--- config.mk ---
export PLATFORM = sky130hd
export DESIGN_NAME = time_set_ctrl
export DESIGN_NICKNAME = d
export VERILOG_FILES = /design/src/rtl/time_ctrl_pkg.sv /design/src/rtl/time_set_ctrl_key_debounce.sv /design/src/rtl/time_set_ctrl.sv
export SDC_FILE = /design/constraint.sdc
export NUM_CORES = 1
export LEC_CHECK = 0
export ABC_CLOCK_PERIOD_IN_PS = 6190
export BUFFER_PORTS_ARGS = -buffer_cell sky130_fd_sc_hd__buf_2
export CORE_AREA = 3 3 129 131
export DETAILED_ROUTE_END_ITERATION = 10
export DIE_AREA = 0 0 132 134
export PLACE_DENSITY = 0.47
export SLEW_MARGIN = 20
export SYNTH_ARGS = -nofsm -noshare
export SYNTH_HDL_FRONTEND = slang
export SYNTH_SLANG_ARGS = --single-unit
--- constraint.sdc ---
create_clock -name clk -period 6.19 [get_ports clk]
set_input_delay 0.619 -clock clk [delete_from_list [all_inputs] [get_ports clk]]
set_output_delay 0.619 -clock clk [all_outputs]
set_load 0.005 [all_outputs]
--- src/rtl/time_ctrl_pkg.sv ---
// time_ctrl_pkg: shared types and constants for the time_set_ctrl front panel.
//   state_t  : controller mode (RUN / SET / PULSE)
//   ev_t     : one prioritised key event per cycle
//   K_*      : index of each key in the debouncer array
//   SEL_*    : datapath digit indices
//   REP_*    : auto-repeat timing (used only when AUTO_REPEAT_EN is defined)
package time_ctrl_pkg;

    typedef enum logic [1:0] {
        RUN   = 2'd0,
        SET   = 2'd1,
        PULSE = 2'd2
    } state_t;

    typedef enum logic [2:0] {
        EV_NONE = 3'd0,
        EV_NEXT = 3'd1,
        EV_ADD  = 3'd2,
        EV_CLR  = 3'd3,
        EV_MODE = 3'd4
    } ev_t;

    localparam int K_NEXT = 0;
    localparam int K_ADD  = 1;
    localparam int K_CLR  = 2;
    localparam int K_MODE = 3;

    localparam logic [3:0] SEL_MS_L   = 4'd0;
    localparam logic [3:0] SEL_MS_H   = 4'd1;
    localparam logic [3:0] SEL_SEC_L  = 4'd2;
    localparam logic [3:0] SEL_SEC_H  = 4'd3;
    localparam logic [3:0] SEL_MIN_L  = 4'd4;
    localparam logic [3:0] SEL_MIN_H  = 4'd5;
    localparam logic [3:0] SEL_HOUR_L = 4'd6;
    localparam logic [3:0] SEL_HOUR_H = 4'd7;

    localparam int REP_DLY_MS = 500;
    localparam int REP_PER_MS = 100;

    // Same-cycle events resolve mode > clr > add > next; the losers are dropped.
    function automatic ev_t ev_prio(input logic m, input logic c, input logic a, input logic n);
        if (m) return EV_MODE;
        if (c) return EV_CLR;
        if (a) return EV_ADD;
        if (n) return EV_NEXT;
        return EV_NONE;
    endfunction

endpackage

--- src/rtl/time_set_ctrl_key_debounce.sv ---
// key_debounce: conditions one raw active-low push-button.
//   clk, rst_n : clock, async active-low reset (already synchronised upstream)
//   i_tick     : 1 ms sample strobe, one clk wide
//   i_key_n    : raw key, active-low, asynchronous to clk
//   o_level    : debounced level, 1 = pressed
//   o_sample   : synchronised raw level, 1 = pressed
//   o_event    : one-cycle pulse on a debounced release-to-press transition
module key_debounce #(
    parameter int DEB_MS = 20
) (
    input  logic clk,
    input  logic rst_n,
    input  logic i_tick,
    input  logic i_key_n,
    output logic o_level,
    output logic o_sample,
    output logic o_event
);
    localparam int CW = (DEB_MS > 1) ? $clog2(DEB_MS + 1) : 1;

    logic [1:0]    r_sync;
    logic [CW-1:0] r_cnt;
    logic          r_level;
    logic          r_event;
    logic          w_sample;

    assign w_sample = ~r_sync[1];

    always_ff @(posedge clk or negedge rst_n) begin
        if (!rst_n) begin
            r_sync  <= 2'b11;
            r_cnt   <= '0;
            r_level <= 1'b0;
            r_event <= 1'b0;
        end else begin
            r_sync  <= {r_sync[0], i_key_n};
            r_event <= 1'b0;
            if (i_tick) begin
                // r_cnt counts consecutive samples that disagree with the
                // accepted level; any agreeing sample restarts the run.
                if (w_sample == r_level) begin
                    r_cnt <= '0;
                end else if (r_cnt == CW'(DEB_MS - 1)) begin
                    r_cnt   <= '0;
                    r_level <= w_sample;
                    r_event <= w_sample;
                end else begin
                    r_cnt <= r_cnt + 1'b1;
                end
            end
        end
    end

    assign o_level  = r_level;
    assign o_sample = w_sample;
    assign o_event  = r_event;

endmodule

--- src/rtl/time_set_ctrl.sv ---
// time_set_ctrl: front-panel controller sequencing the time datapath between
// run mode and manual set mode.
//   clk, rst_n         : system clock, async active-low reset (sync release inside)
//   key_*_n            : raw active-low keys (mode, next, add, clr)
//   adjust             : 1 = datapath runs from its clock chain, 0 = manual set
//   select[3:0]        : digit index to the datapath
//   add_out / clr_out  : PULSE_W-cycle increment / clear strobes
//   blink              : display enable of the selected digit (1 in RUN)
//   set_mode           : 1 while in SET or PULSE
// Build option: define AUTO_REPEAT_EN to re-issue add while key_add is held.
module time_set_ctrl
    import time_ctrl_pkg::*;
#(
    parameter int CLK_HZ     = 50_000_000,
    parameter int DEB_MS     = 20,
    parameter int PULSE_W    = 4,
    parameter int FIRST_SEL  = 2,
    parameter int LAST_SEL   = 7,
    parameter int TIMEOUT_MS = 10_000,
    parameter int BLINK_MS   = 250
) (
    input  logic       clk,
    input  logic       rst_n,
    input  logic       key_mode_n,
    input  logic       key_next_n,
    input  logic       key_add_n,
    input  logic       key_clr_n,
    output logic       adjust,
    output logic [3:0] select,
    output logic       add_out,
    output logic       clr_out,
    output logic       blink,
    output logic       set_mode
);
    localparam int TICK_DIV = CLK_HZ / 1000;
    localparam int PW  = (TICK_DIV > 1) ? $clog2(TICK_DIV) : 1;
    localparam int PCW = $clog2(PULSE_W + 1);
    localparam int IW  = $clog2(TIMEOUT_MS + 1);
    localparam int BW  = $clog2(BLINK_MS + 1);

    // Reset: asserts asynchronously, releases two clocks later.
    logic [1:0] r_rst_sync;
    logic       w_rst_n;

    always_ff @(posedge clk or negedge rst_n) begin
        if (!rst_n) r_rst_sync <= 2'b00;
        else        r_rst_sync <= {r_rst_sync[0], 1'b1};
    end
    assign w_rst_n = r_rst_sync[1];

    // 1 ms prescaler shared by all debouncers and timers.
    logic [PW-1:0] r_pre;
    logic          r_tick;

    always_ff @(posedge clk or negedge w_rst_n) begin
        if (!w_rst_n) begin
            r_pre  <= '0;
            r_tick <= 1'b0;
        end else begin
            r_tick <= (r_pre == PW'(TICK_DIV - 1));
            r_pre  <= (r_pre == PW'(TICK_DIV - 1)) ? '0 : r_pre + 1'b1;
        end
    end

    logic [3:0] w_key_n, w_lvl, w_smp, w_evk;
    assign w_key_n = {key_mode_n, key_clr_n, key_add_n, key_next_n};

    for (genvar k = 0; k < 4; k++) begin : g_deb
        key_debounce #(.DEB_MS(DEB_MS)) u_deb (
            .clk      (clk),
            .rst_n    (w_rst_n),
            .i_tick   (r_tick),
            .i_key_n  (w_key_n[k]),
            .o_level  (w_lvl[k]),
            .o_sample (w_smp[k]),
            .o_event  (w_evk[k])
        );
    end

    state_t         r_state, w_state_nxt;
    logic [3:0]     r_sel, w_sel_nxt;
    logic           r_clr_kind, w_clr_kind_nxt;
    logic [PCW-1:0] r_pcnt, w_pcnt_nxt;
    ev_t            r_pend, w_pend_nxt;
    ev_t            w_ev, w_act;
    logic [IW-1:0]  r_idle;
    logic [BW-1:0]  r_bcnt;
    logic           r_blink, r_adjust, r_set_mode, r_add, r_clr;
    logic           w_add_ev, w_add_nxt, w_clr_nxt;

`ifdef AUTO_REPEAT_EN
    localparam int HW = $clog2(REP_DLY_MS + 1);
    logic [HW-1:0] r_hold;
    logic          r_rep;

    // After REP_DLY_MS of debounced hold, fire and rewind by REP_PER_MS so
    // later repeats land every REP_PER_MS. The raw sample gates it so a
    // release stops repeats on the next tick, before the debounce settles.
    always_ff @(posedge clk or negedge w_rst_n) begin
        if (!w_rst_n) begin
            r_hold <= '0;
            r_rep  <= 1'b0;
        end else begin
            r_rep <= 1'b0;
            if (r_state == RUN || !w_smp[K_ADD] || !w_lvl[K_ADD]) begin
                r_hold <= '0;
            end else if (r_tick) begin
                if (r_hold == HW'(REP_DLY_MS - 1)) begin
                    r_rep  <= 1'b1;
                    r_hold <= HW'(REP_DLY_MS - REP_PER_MS);
                end else begin
                    r_hold <= r_hold + 1'b1;
                end
            end
        end
    end
    assign w_add_ev = w_evk[K_ADD] | r_rep;
`else
    assign w_add_ev = w_evk[K_ADD];
`endif

    assign w_ev = ev_prio(w_evk[K_MODE], w_evk[K_CLR], w_add_ev, w_evk[K_NEXT]);

    always_comb begin
        w_state_nxt    = r_state;
        w_sel_nxt      = r_sel;
        w_clr_kind_nxt = r_clr_kind;
        w_pcnt_nxt     = r_pcnt;
        w_pend_nxt     = r_pend;
        // An event latched during PULSE is served first; live events in
        // that same cycle are dropped.
        w_act          = (r_pend != EV_NONE) ? r_pend : w_ev;
        case (r_state)
            RUN: begin
                if (w_ev == EV_MODE) begin
                    w_state_nxt = SET;
                    w_sel_nxt   = 4'(FIRST_SEL);
                end
            end
            SET: begin
                w_pend_nxt = EV_NONE;
                case (w_act)
                    EV_MODE: begin
                        w_state_nxt = RUN;
                        w_sel_nxt   = 4'd0;
                    end
                    EV_CLR, EV_ADD: begin
                        w_state_nxt    = PULSE;
                        w_clr_kind_nxt = (w_act == EV_CLR);
                        w_pcnt_nxt     = '0;
                    end
                    EV_NEXT: begin
                        w_sel_nxt = (r_sel == 4'(LAST_SEL)) ? 4'(FIRST_SEL) : r_sel + 4'd1;
                    end
                    default: begin
                        if (r_idle == IW'(TIMEOUT_MS)) begin
                            w_state_nxt = RUN;
                            w_sel_nxt   = 4'd0;
                        end
                    end
                endcase
            end
            PULSE: begin
                if (w_ev != EV_NONE) w_pend_nxt = w_ev;
                // pcnt 0..PULSE_W-1 strobe high, pcnt == PULSE_W is the low cycle.
                if (r_pcnt == PCW'(PULSE_W)) w_state_nxt = SET;
                else                         w_pcnt_nxt  = r_pcnt + 1'b1;
            end
            default: begin
                w_state_nxt = RUN;
                w_sel_nxt   = 4'd0;
                w_pend_nxt  = EV_NONE;
            end
        endcase
        w_add_nxt = (w_state_nxt == PULSE) && !w_clr_kind_nxt && (w_pcnt_nxt < PCW'(PULSE_W));
        w_clr_nxt = (w_state_nxt == PULSE) &&  w_clr_kind_nxt && (w_pcnt_nxt < PCW'(PULSE_W));
    end

    always_ff @(posedge clk or negedge w_rst_n) begin
        if (!w_rst_n) begin
            r_state    <= RUN;
            r_sel      <= 4'd0;
            r_clr_kind <= 1'b0;
            r_pcnt     <= '0;
            r_pend     <= EV_NONE;
            r_adjust   <= 1'b1;
            r_set_mode <= 1'b0;
            r_add      <= 1'b0;
            r_clr      <= 1'b0;
        end else begin
            r_state    <= w_state_nxt;
            r_sel      <= w_sel_nxt;
            r_clr_kind <= w_clr_kind_nxt;
            r_pcnt     <= w_pcnt_nxt;
            r_pend     <= w_pend_nxt;
            r_adjust   <= (w_state_nxt == RUN);
            r_set_mode <= (w_state_nxt != RUN);
            r_add      <= w_add_nxt;
            r_clr      <= w_clr_nxt;
        end
    end

    // Idle timer runs only in SET. Any event, or any key currently down
    // (raw or debounced), counts as activity so a held key never times out.
    always_ff @(posedge clk or negedge w_rst_n) begin
        if (!w_rst_n) begin
            r_idle <= '0;
        end else if (r_state != SET || w_ev != EV_NONE || r_pend != EV_NONE || |{w_lvl, w_smp}) begin
            r_idle <= '0;
        end else if (r_tick && r_idle != IW'(TIMEOUT_MS)) begin
            r_idle <= r_idle + 1'b1;
        end
    end

    // Blink: held at count 1 / visible in RUN, so each SET entry restarts it.
    always_ff @(posedge clk or negedge w_rst_n) begin
        if (!w_rst_n) begin
            r_bcnt  <= BW'(1);
            r_blink <= 1'b1;
        end else if (r_state == RUN) begin
            r_bcnt  <= BW'(1);
            r_blink <= 1'b1;
        end else if (r_tick) begin
            if (r_bcnt == BW'(BLINK_MS)) begin
                r_bcnt  <= BW'(1);
                r_blink <= ~r_blink;
            end else begin
                r_bcnt <= r_bcnt + 1'b1;
            end
        end
    end

    assign adjust   = r_adjust;
    assign select   = r_sel;
    assign add_out  = r_add;
    assign clr_out  = r_clr;
    assign blink    = r_adjust | r_blink;
    assign set_mode = r_set_mode;

endmodule
==> metrics.txt <==
# TYPE chip_impl_metric gauge
chip_impl_metric{name="reg2regPathDepth",unit=""} 7
chip_impl_info{name="rsz0062_at_grt",value="no"} 1
chip_impl_metric{name="synth_async_sr_flop_share",unit="%"} 100
chip_impl_metric{name="timing.final.setup_violations",unit=""} 0
chip_impl_metric{name="post_drt_wl_per_cell",unit="µm"} 12.5
chip_impl_metric{name="routed_wirelength",unit="mm"} 8.87
chip_impl_metric{name="synth.yosys.warnings",unit=""} 0
chip_impl_metric{name="antenna_cells",unit=""} 0
chip_impl_metric{name="irDropWorstVdd",unit="V"} 0.000135
chip_impl_metric{name="start_util",unit="%"} 29.6
chip_impl_metric{name="htreeDepth",unit=""} 3
chip_impl_info{name="critPathTopFamily",value="simple AND/OR/NAND/NOR gates"} 1
chip_impl_info{name="min_path_type",value="input port to asynchronous set/reset pin"} 1
chip_impl_metric{name="reported_leakage_power",unit="nW"} 2.26
chip_impl_metric{name="overflow",unit=""} 0
chip_impl_metric{name="design.portCount",unit=""} 15
chip_impl_metric{name="syn-mean-instance-area",unit="µm²"} 9.84
chip_impl_metric{name="grt_pass1_wl",unit="mm"} 15.4
chip_impl_metric{name="postSynthNetCount",unit=""} 499
chip_impl_info{name="timing.critical_path.slowest_stage_cell",value="a41oi_1"} 1
chip_impl_metric{name="worst_ep_arrival_time",unit="ns"} 2.42
chip_impl_metric{name="ys_seq_area_share",unit="%"} 51.4
chip_impl_metric{name="ctsLongestPathBuffers",unit=""} 2
chip_impl_info{name="route.top_layer_used",value="met4"} 1
chip_impl_metric{name="chipHeight",unit="µm"} 134
chip_impl_metric{name="gp_congestion",unit=""} 0.815
chip_impl_metric{name="path_max_fanout",unit=""} 36
chip_impl_metric{name="tritoncts.num_buffers",unit=""} 9
chip_impl_metric{name="clk_pin_slew_worst_paths",unit="ns"} 0.06
chip_impl_metric{name="hold_viol_final",unit=""} 0
chip_impl_metric{name="routedLengthMet1",unit="mm"} 4.56
chip_impl_metric{name="tightest_slew",unit="ns"} 0.791
chip_impl_metric{name="floorplan.rows",unit=""} 46
chip_impl_metric{name="numClockSinks",unit=""} 95
chip_impl_metric{name="drv.max_cap_violation_count",unit=""} 0
chip_impl_info{name="path_class",value="flop to flop"} 1
chip_impl_info{name="synth.largest_area_cell",value="dfrtp_1"} 1
chip_impl_info{name="start_kind",value="flop"} 1
chip_impl_info{name="regToRegEndpoint",value="r_idle[8]"} 1
chip_impl_metric{name="period_share",unit="%"} 35.5
chip_impl_metric{name="routed-wl-met3",unit="µm"} 294
chip_impl_metric{name="fin_tns_setup",unit="ns"} 0
chip_impl_info{name="critical_path.cell_chain",value="buf_4 -> inv_1 -> a41oi_1 -> and2_1 -> and4_1 -> xnor2_1 -> nor2_1"} 1
chip_impl_info{name="clock_tree_from_tritoncts",value="yes"} 1
chip_impl_metric{name="drive_gt1_share",unit="%"} 9.53
chip_impl_metric{name="regArea",unit="µm²"} 2390
chip_impl_metric{name="detailedPlacementHpwl",unit="mm"} 6.00
chip_impl_info{name="clock_tree.root_cell",value="clkbuf_16"} 1
chip_impl_metric{name="core_box_area",unit="µm²"} 15700
chip_impl_metric{name="track_usage",unit="%"} 10.7
chip_impl_metric{name="synth_enable_flop_cells",unit=""} 0
chip_impl_metric{name="fin_nets",unit=""} 514
chip_impl_metric{name="post_cts_resize_count",unit=""} 0
chip_impl_metric{name="area.growth.synth_to_final",unit="%"} 13.0
chip_impl_metric{name="dr.first_iter.drc_count",unit=""} 135
chip_impl_metric{name="synth_top_cell_area_share",unit="%"} 45.2
chip_impl_metric{name="routed-via-count",unit=""} 3321
chip_impl_metric{name="met2_wirelength",unit="mm"} 3.87
chip_impl_metric{name="antenna_left",unit=""} 0
chip_impl_metric{name="via_count_of_the_first_global_routing_pass",unit=""} 3150
chip_impl_metric{name="routed_via_density",unit=""} 4.68
chip_impl_metric{name="required",unit="ns"} 6.41
chip_impl_metric{name="post_synth_num_cell_types",unit=""} 55
chip_impl_metric{name="synthesis.instances",unit=""} 473
chip_impl_metric{name="die-area",unit="µm²"} 17700
chip_impl_info{name="run_status",value="completed"} 1
chip_impl_metric{name="critPathMaxStageDelay",unit="ns"} 0.40
chip_impl_info{name="synth_top_cells_by_count",value="84 x dfrtp_1, 42 x nor2_1, 40 x nand2_1, 39 x o21ai_0, 36 x inv_1"} 1
chip_impl_metric{name="fillCellCount",unit=""} 1589
chip_impl_metric{name="slew_viol_final",unit=""} 0
chip_impl_metric{name="synth_area",unit="µm²"} 4650
chip_impl_info{name="synth_flop_cell",value="dfrtp_1"} 1
chip_impl_info{name="crit_path_end_kind",value="flop"} 1
chip_impl_metric{name="timing.clock.skew",unit="ns"} 0.0109
chip_impl_metric{name="cts.hold.buffers_added",unit=""} 0
chip_impl_metric{name="clk_latency",unit="ns"} 0.35
chip_impl_metric{name="slew-limit-headroom",unit="%"} 47.2
chip_impl_metric{name="grt_start_max_net_pins",unit=""} 62
chip_impl_metric{name="timing.final.crit_period",unit="ns"} 2.20
chip_impl_info{name="synth_top_cells_by_area",value="dfrtp_1 45%, dfstp_2 6.2%, ha_1 5.4%"} 1
chip_impl_metric{name="multiInputGateArea",unit="µm²"} 2070
chip_impl_metric{name="placed_cells_incl_taps",unit=""} 693
chip_impl_metric{name="reg2reg_slack",unit="ns"} 3.99
chip_impl_metric{name="instances_no_fill",unit=""} 709
chip_impl_metric{name="port-buffer-count",unit=""} 14
chip_impl_metric{name="first_pass_iters",unit=""} 4
chip_impl_metric{name="cts_post_setup_buffers_inserted",unit=""} 0
chip_impl_metric{name="maxClockFrequency",unit="MHz"} 455
chip_impl_info{name="cp-startpoint",value="r_tick"} 1
chip_impl_metric{name="route.detailed.drc",unit=""} 0
chip_impl_metric{name="dieWidth",unit="µm"} 132
chip_impl_metric{name="ys_seq_elements",unit=""} 95
chip_impl_metric{name="critical_path_buf_inv_count",unit=""} 2
chip_impl_metric{name="power_per_cell_area",unit="nW/µm²"} 230
chip_impl_info{name="yosysMostFrequentCell",value="dfrtp_1"} 1
chip_impl_info{name="critical_path.reg2reg.startpoint",value="r_tick"} 1
chip_impl_metric{name="initial_antenna_violation_count",unit=""} 0
[cells by family after synthesis]
family	Yosys count	synth area share, %
and+or+nand+nor	178	19.7
buffers and inverters	48	4.09
muxes	5	1.08
AOI/OAI and AO/OA	97	12.9
DFF	95	51.4
xor gates and xnor gates	29	5.46
other	1	0.0806
adders and majority gates	20	5.38
[worst register-to-register path: cells and delay by family, from the launching register on]
family,cells,cell delay [ns]
xor+xnor,1,0.11
simple gates,3,0.64
flops,1,0.32
compound gates,1,0.40
buf+inv,2,0.60
[power by group]
part	total (mW)	internal (mW)	switching, mW	leakage [nW]
sequential	0.632	0.627	0.00590	1.27
combinational	0.0143	0.00342	0.0109	0.842
clock	0.565	0.335	0.230	0.146
[cells in the final DEF (no fill, tap or decap), types with 3 or more instances in the layout]
master / n
a21o_1: 4
a21oi_1: 12
a22o_1: 7
a31oi_1: 5
and2_1: 4
and3_1: 7
and4_1: 3
buf_2: 14
clkbuf_16: 9
dfrtp_1: 83
dfstp_2: 11
ha_1: 20
inv_1: 36
mux2i_1: 5
nand2_1: 40
nand2b_1: 8
nand3_1: 21
nand4_1: 13
nor2_1: 42
nor2b_1: 10
nor3_1: 13
o21ai_0: 39
o21ai_1: 5
o22ai_1: 6
o31ai_1: 4
or3_1: 4
xnor2_1: 17
xor2_1: 12
[flip-flops by register name, indices dropped and copies added, names as in the netlist]
signal               cells
add_out                  1
adjust                   1
r_blink                  1
g_deb.u_deb.r_sync       8
clr_out                  1
select                   4
r_idle                  14
r_pcnt                   3
r_state                  2
set_mode                 1
r_tick                   1
r_pre                   16
g_deb.u_deb.o_event      4
g_deb.u_deb.r_cnt       20
r_bcnt                   8
r_clr_kind               1
r_pend                   3
g_deb.u_deb.o_level      4
r_rst_sync               2
[stage by stage]
step                      utilization [%]  total power, mW  instance area (µm²)  setup slack, ns  hold WS (ns)
after detailed placement             31.5            0.660                 4960             3.96         0.297
after floorplan                         -            0.650                 4650             3.37         0.323
after global placement               31.5            0.659                 4960             4.02         0.294
final                                33.5             1.21                 5260             3.99        0.0382
after CTS                            33.5             1.24                 5260             3.96        0.0268
after global routing                 33.5             1.27                 5260             3.80        0.0216
[worst max-delay path by stage]
stage                      endpoint  slack, ns  cells past startpoint
after floorplan             add_out       3.37                      0
after global placement    r_idle[8]       4.02                      7
after detailed placement  r_idle[8]       3.96                      7
after CTS                 r_idle[8]       3.96                      7
after global routing      select[3]       3.80                      6
final                     r_idle[8]       3.99                      7
[final cells by class]
cell class                 instances  share of cell area, %
timing repair buffer              16                   1.62
tap                              216                   5.14
sequential                        95                   45.5
clock inverter                     3                  0.809
inverter                          36                   2.57
clock buffer                      13                   4.95
multi-input combinational        330                   39.4
[per-layer routing]
layer | GRT usage, % | up-vias
met2 | 16.1 | 43
met5 | 0 | -
li1 | - | 1682
met4 | 3.91 | 0
met3 | 3.41 | 15
met1 | 14.6 | 1581
Power figures use the tool's default switching activity.
